## src/rtl/mlt3_tx_scheduler.sv

```systemverilog
// MLT-3 transmit sequencer: frames parallel words as sync/data/[parity]/gap bits and steps a 2-bit line code.
// Optional even-parity bit enabled by defining MLT3_TX_PARITY_EN.
`timescale 1ns/1ps
module mlt3_tx_scheduler #(
  parameter int DATA_W   = 8,
  parameter int SYNC_LEN = 4,
  parameter int GAP_LEN  = 2,
  parameter int BIT_DIV  = 1
) (
  input  logic              clk,
  input  logic              rst,
  input  logic [DATA_W-1:0] s_data,
  input  logic              s_valid,
  output logic              s_ready,
  output logic [1:0]        code,
  output logic              bit_strobe,
  output logic              busy,
  output logic              frame_done
);

  localparam int MAX_A   = (SYNC_LEN > DATA_W) ? SYNC_LEN : DATA_W;
  localparam int MAX_L   = (MAX_A > GAP_LEN) ? MAX_A : GAP_LEN;
  localparam int CNT_W   = $clog2(MAX_L) + 1;
  localparam int DIV_SAFE = (BIT_DIV < 1) ? 1 : BIT_DIV;
  localparam int DIV_W   = $clog2(DIV_SAFE) + 1;

  localparam logic [DIV_W-1:0] DIV_LAST  = DIV_W'(DIV_SAFE - 1);
  localparam logic [CNT_W-1:0] SYNC_LAST = CNT_W'(SYNC_LEN - 1);
  localparam logic [CNT_W-1:0] DATA_LAST = CNT_W'(DATA_W - 1);
  localparam logic [CNT_W-1:0] GAP_LAST  = CNT_W'(GAP_LEN - 1);

  if (BIT_DIV < 1) begin : g_bad_div
    $error("mlt3_tx_scheduler: BIT_DIV must be >= 1");
  end

  typedef enum logic [2:0] {
    IDLE,
    SYNC,
    DATA,
`ifdef MLT3_TX_PARITY_EN
    PARITY,
`endif
    GAP
  } state_t;

  state_t              state;
  logic [DIV_W-1:0]    div_cnt;
  logic [CNT_W-1:0]    bit_cnt;
  logic [DATA_W-1:0]   shreg;
`ifdef MLT3_TX_PARITY_EN
  logic                par_bit;
`endif

  // A '1' advances the level by one (mod 4); a '0' holds it.
  function automatic logic [1:0] code_step(input logic [1:0] c, input logic b);
    return c + {1'b0, b};
  endfunction

  always_ff @(posedge clk or negedge rst) begin
    if (!rst) begin
      state      <= IDLE;
      code       <= 2'b00;
      s_ready    <= 1'b0;
      bit_strobe <= 1'b0;
      busy       <= 1'b0;
      frame_done <= 1'b0;
      div_cnt    <= '0;
      bit_cnt    <= '0;
      shreg      <= '0;
`ifdef MLT3_TX_PARITY_EN
      par_bit    <= 1'b0;
`endif
    end else begin
      bit_strobe <= 1'b0;
      frame_done <= 1'b0;
      if (state == IDLE) begin
        if (s_valid && s_ready) begin
          // The handshake edge already launches the first sync bit.
          state      <= SYNC;
          shreg      <= s_data;
`ifdef MLT3_TX_PARITY_EN
          par_bit    <= ^s_data;
`endif
          code       <= code_step(code, 1'b1);
          bit_strobe <= 1'b1;
          div_cnt    <= '0;
          bit_cnt    <= '0;
          s_ready    <= 1'b0;
          busy       <= 1'b1;
        end else begin
          s_ready <= 1'b1;
        end
      end else if (div_cnt != DIV_LAST) begin
        div_cnt <= div_cnt + 1'b1;
      end else begin
        div_cnt <= '0;
        case (state)
          SYNC: begin
            bit_strobe <= 1'b1;
            if (bit_cnt == SYNC_LAST) begin
              state   <= DATA;
              bit_cnt <= '0;
              code    <= code_step(code, shreg[0]);
              shreg   <= shreg >> 1;
            end else begin
              bit_cnt <= bit_cnt + 1'b1;
              code    <= code_step(code, 1'b1);
            end
          end
          DATA: begin
            bit_strobe <= 1'b1;
            if (bit_cnt == DATA_LAST) begin
              bit_cnt <= '0;
`ifdef MLT3_TX_PARITY_EN
              state   <= PARITY;
              code    <= code_step(code, par_bit);
`else
              state   <= GAP;
`endif
            end else begin
              bit_cnt <= bit_cnt + 1'b1;
              code    <= code_step(code, shreg[0]);
              shreg   <= shreg >> 1;
            end
          end
`ifdef MLT3_TX_PARITY_EN
          PARITY: begin
            bit_strobe <= 1'b1;
            state      <= GAP;
            bit_cnt    <= '0;
          end
`endif
          GAP: begin
            if (bit_cnt == GAP_LAST) begin
              // Frame ends; ready reopens in this same cycle for back-to-back words.
              state      <= IDLE;
              frame_done <= 1'b1;
              s_ready    <= 1'b1;
              busy       <= 1'b0;
              bit_cnt    <= '0;
            end else begin
              bit_strobe <= 1'b1;
              bit_cnt    <= bit_cnt + 1'b1;
            end
          end
          default: begin
            state   <= IDLE;
            busy    <= 1'b0;
            s_ready <= 1'b1;
          end
        endcase
      end
    end
  end

endmodule

```

## config.mk

```make
export PLATFORM = sky130hd
export DESIGN_NAME = mlt3_tx_scheduler
export DESIGN_NICKNAME = d
export VERILOG_FILES = /design/src/rtl/mlt3_tx_scheduler.sv
export SDC_FILE = /design/constraint.sdc
export NUM_CORES = 1
export LEC_CHECK = 0
export CORE_MARGIN = 2
export CORE_UTILIZATION = 52
export DETAILED_ROUTE_END_ITERATION = 10
export PLACE_DENSITY = 0.79
export SYNTH_ARGS = -nofsm -noshare
export SYNTH_HDL_FRONTEND = slang
export SYNTH_SLANG_ARGS = --single-unit
```

## constraint.sdc

```tcl
create_clock -name clk -period 2.3 [get_ports clk]
set_clock_uncertainty 0.05 [all_clocks]
set_input_delay 0.23 -clock clk [delete_from_list [all_inputs] [get_ports clk]]
set_output_delay 0.23 -clock clk [all_outputs]
set_load 0.01 [all_outputs]
```

# After elaboration in Yosys (flattened, before gate mapping)
# Index checks and enable logic that the tools add are counted.
# word_totals
ff_bits,22
latchBits,0
mem_bits_rw,0
romBits,0
inputBits,11
output_inout_bits,6
mem_count,0
# op_classes
n_addsub,4
n_mul,0
div,0
magnitude_cmp,0
n_eq_ne,13
shifts,0
muxes,48
bitwise,0
reduce_logical,11
# ops
cell,n
$mux W8,5
$mux W4,6
$mux W1,19
$mux W3,6
$pmux W8 S2,1
$ne A3 B3 Y1 const B,4
$pmux W4 S3,1
$mux W2,5
$reduce_and A5 Y1,2
$pmux W3 S3,1
$reduce_and A4 Y1,2
$eq A3 B2 Y1 const B,2
$ne A2 B1 Y1 const B,3
$pmux W1 S2,3
$reduce_and A3 Y1,2
$add A4 B1 Y4 const B,1
$eq A4 B1 Y1 const B,1
$eq A4 B2 Y1 const B,1
$eq A4 B3 Y1 const B,1
$pmux W2 S2,1
$reduce_bool A4 Y1,1
$eq A3 B1 Y1 const B,1
$logic_not A3 Y1,1
$reduce_bool A3 Y1,1
5 further kinds,5

# Logic depth before layout (Yosys ltp)
# logic_depth
ltp_word,5
mapped_depth,7
depth_no_buf,6

# Least setup slack after synthesis
# Ideal clock, no wire load.
# synth_path
path_kind,register to register
from,reg state[0]
to,reg shreg[0]
arrival_time_ns,1.816
required_time_ns,2.125
slack_ns,0.309
path_stages_with_launch,8
path_buffers,1
period_less_slack_ns,1.991
cell_sequence,dfrtp_1 > inv_1 > ha_1 > buf_2 > inv_1 > a311o_2 > nor2_4 > mux2_2
# synth_via
elab_chain_len,4
# synth_rtl
item,line,rtl
from (decl),46,state_t state;
from (signal assigned),61,state <= IDLE;
from (signal assigned),79,state <= SYNC;
from (signal assigned),101,state <= DATA;
$eq A3 B2 Y1 or $eq A3 B1 Y1 (tied branches),97,case (state)
$pmux W8 S2,97,
$mux W8,93,end else if (div_cnt != DIV_LAST) begin
$mux W8,76,if (state == IDLE) begin
to (signal assigned),80,shreg <= s_data;
to (signal assigned),104,shreg <= shreg >> 1;
to (signal assigned),123,shreg <= shreg >> 1;
to (decl),49,logic [DATA_W-1:0] shreg;
# Parallel ways exist; a longest one is shown, timed or not. The select of a mux whose other input is x is not followed.
# A chain may end at the register's enable or synchronous reset.

# Worst setup path in the final report
# layout_path
from,reg state[0]
to,reg code[1]
# layout_via
elab_chain_len,4
# layout_rtl
item,line,rtl
$eq A3 B2 Y1 or $eq A3 B1 Y1 (tied branches),97,
$pmux W2 S2,97,
$mux W2,93,
$mux W2,76,
to (signal assigned),84,"code <= code_step(code, 1'b1);"
to (signal assigned),103,"code <= code_step(code, shreg[0]);"
to (signal assigned),107,"code <= code_step(code, 1'b1);"
to (decl),15,"output logic [1:0] code,"
# Parallel ways exist; a longest one is shown, timed or not. The select of a mux whose other input is x is not followed.

==> summary.json <==
{
  "run_status": {"value": "finished clean"},
  "final_nets": {"value": 139},
  "synthesis.area": {"value": 1120, "unit": "sq um"},
  "unrepaired_setup_endpoints_after_global_routing": {"value": "no"},
  "avgViaCountPerCell": {"value": 5.68},
  "syn_to_final_growth": {"value": 21.3, "unit": "%"},
  "syn-mean-instance-area": {"value": 11.2, "unit": "sq um"},
  "synth_top_area_cell": {"value": "dfrtp_1"},
  "timing.max_cap.violations": {"value": 0},
  "vias": {"value": 835},
  "detail_route.drc_violations": {"value": 0},
  "synth.net_count": {"value": 118},
  "timing.critical_path.from_type": {"value": "flop"},
  "critPathKind": {"value": "reg2reg"},
  "cp-end-kind": {"value": "flop"},
  "ant_nets": {"value": 0},
  "chipWidth": {"value": 50.4, "unit": "microns"},
  "yosysSeqAreaShare": {"value": 44.6, "unit": "%"},
  "p_leak": {"value": 0.589, "unit": "nW"},
  "tightestPinTransition": {"value": 0.604, "unit": "ns"},
  "layout_cells_sized_above_1": {"value": 20.8, "unit": "%"},
  "ys_seq_elements": {"value": 20},
  "antenna_violations_before_repair": {"value": 0},
  "cp_data_required_time": {"value": 2.42, "unit": "ns"},
  "clk_pin_slew_worst_paths": {"value": 0.11, "unit": "ns"},
  "first_pass_grt_wire_length": {"value": 3.57, "unit": "mm"},
  "initial_utilization": {"value": 56.0, "unit": "%"},
  "post_cts_buffers": {"value": 0},
  "ys_async_sr_fraction": {"value": 100, "unit": "%"},
  "number_of_synthesized_flops_with_an_enable_pin": {"value": 0},
  "drt_iter0_markers": {"value": 23},
  "synth_area_leaders": {"value": "dfrtp_1 (45%), mux2_2 (14%), ha_1 (7.8%)"},
  "yosys.cell_types.count": {"value": 33},
  "clock_path_buffers": {"value": 2},
  "power.density": {"value": 1490, "unit": "nW/um^2"},
  "netlist_instances": {"value": 100},
  "core.rowCount": {"value": 16},
  "fillCellCount": {"value": 166},
  "timing.final.crit_share": {"value": 93.5, "unit": "%"},
  "core_area": {"value": 2000, "unit": "sq um"},
  "worst_ir_drop_vdd": {"value": 0.827, "unit": "mV"},
  "cts.root.buffer_cell": {"value": "clkbuf_4"},
  "crit_fanout": {"value": 18},
  "yosysTopAreaCellShare": {"value": 44.6, "unit": "%"},
  "final.setup.tns": {"value": 0, "unit": "ns"},
  "worst-r2r-cell-count": {"value": 7},
  "timing.critical_path.arrival": {"value": 2.28, "unit": "ns"},
  "layout_commonest_cell": {"value": "dfrtp_1"},
  "cts_tree": {"value": "yes"},
  "dp_hpwl": {"value": 1.54, "unit": "mm"},
  "final_max_slew_viol_count": {"value": 0},
  "antenna_cells_inserted": {"value": 0},
  "holdCritPathClass": {"value": "in2async"},
  "setup_viol": {"value": 0},
  "grt_max_degree": {"value": 21},
  "ys_warn_count": {"value": 0},
  "numPortBuffers": {"value": 16},
  "cts_num_sinks": {"value": 20},
  "postCtsResizedCells": {"value": 0},
  "post_cts_hold_buffer_count": {"value": 0},
  "floorplan.die_area": {"value": 2540, "unit": "sq um"},
  "placedCellCount": {"value": 143},
  "global_route.usage.total": {"value": 18.5, "unit": "%"},
  "detailedRoute.firstPassIterationCount": {"value": 4},
  "clock.fmax": {"value": 465, "unit": "MHz"},
  "finalWorstPathRequiredPeriod": {"value": 2.15, "unit": "ns"},
  "most-common-layout-cells": {"value": "dfrtp_1 (20), clkdlybuf4s50_1 (16), mux2_2 (14), ha_1 (7)"},
  "insertion_delay": {"value": 0.29, "unit": "ns"},
  "finish.cell_count_without_fillers": {"value": 147},
  "routability_cong": {"value": 0.830},
  "drt_wl_total": {"value": 2.02, "unit": "mm"},
  "final-hold-violation-count": {"value": 0},
  "die_height": {"value": 50.4, "unit": "microns"},
  "top_level_ports": {"value": 17},
  "first_global_vias": {"value": 878},
  "max-slew-margin-rel": {"value": 59.7, "unit": "%"},
  "overflow": {"value": 0},
  "routedWlPerCell": {"value": 13.7, "unit": "microns"},
  "cts_buffer_count": {"value": 3},
  "h-tree-depth": {"value": 1},
  "yosys_most_used_dff": {"value": "dfrtp_1"}
}
[per-stage QoR]
step           setup WS [ns]  hold WS [ns]  util [%]  area [sq um]  power, mW
3_3_place_gp           0.221         0.404      66.1          1320       1.79
4_1_cts                0.140         0.225      67.9          1360       2.05
2_1_floorplan          0.309        -0.116         -          1120       1.52
5_1_grt               0.0247         0.224      67.9          1360       2.21
6_report               0.149         0.213      67.9          1360       2.03
3_5_place_dp           0.174         0.408      66.1          1320       1.84
[final cells by class]
class                   instances  area, sq um  area share, %
clock buffers                   4         36.3           2.67
repair buffers                 19          183           13.4
inverters                       5         18.8           1.38
well taps                      27         33.8           2.48
multi-input cells              72          588           43.2
flip-flops and latches         20          500           36.8
[power by group]
| part | total [mW] | internal [mW] | leakage, nW | switching (mW) |
|---|---|---|---|---|
| sequential | 0.669 | 0.531 | 0.245 | 0.138 |
| combinational | 1.16 | 0.612 | 0.322 | 0.551 |
| clock | 0.199 | 0.0963 | 0.0210 | 0.102 |
[registers in the layout (all words and copies together) (netlist names)]
register    flops
shreg           8
bit_cnt         4
code            2
state           2
bit_strobe      1
busy            1
frame_done      1
s_ready         1
[per-layer routing]
metal / vias up / track usage (%) / wire, microns
met3: 2 / 3.57 / 66
met1: 409 / 20.0 / 849
met4: 0 / 6.76 / 13
met2: 19 / 35.3 / 1090
met5: - / 0 / 0
li1: 405 / - / -
[cells in the mapped netlist (3+ instances only)]
master,n
nor2_1,6
nor2b_1,3
o21ai_0,6
nand2_1,3
ha_1,7
inv_1,5
mux2i_1,3
a21oi_1,4
mux2_2,14
dfrtp_1,20
o31ai_1,3
[path summary, 6_finish.rpt]
kind	start	endpoint	slack, ns
max reg2reg	state[0]	code[1]	0.15
min reg2reg	code[1]	code[1]	0.42
min	rst	s_ready	0.21
max	state[0]	code[1]	0.15
min in group clk	code[1]	code[1]	0.42
max in group asynchronous	rst	bit_cnt[0]	1.77
[cells by family (layout without fill, tap and decap cells)]
group                      after synthesis  in the layout  share of synthesized area [%]
and+or+nand+nor                         24             24                           12.8
AOI/OAI and AO/OA                       23             23                           14.3
DFF                                     20             20                           44.6
muxes                                   17             17                           16.7
buffers and inverters                    8             28                           2.90
adders and majority gates                7              7                           7.81
xor gates and xnor gates                 1              1                          0.781
[critical path: stages, from the launching register on]
cell and delay [ns]:
dfrtp_1 0.41, inv_1 0.09, ha_1 0.24, buf_4 0.21, or4b_2 0.67, nand3_1 0.12
a21oi_1 0.09, xor2_1 0.15
No activity file was read; power rests on OpenSTA's default activity.
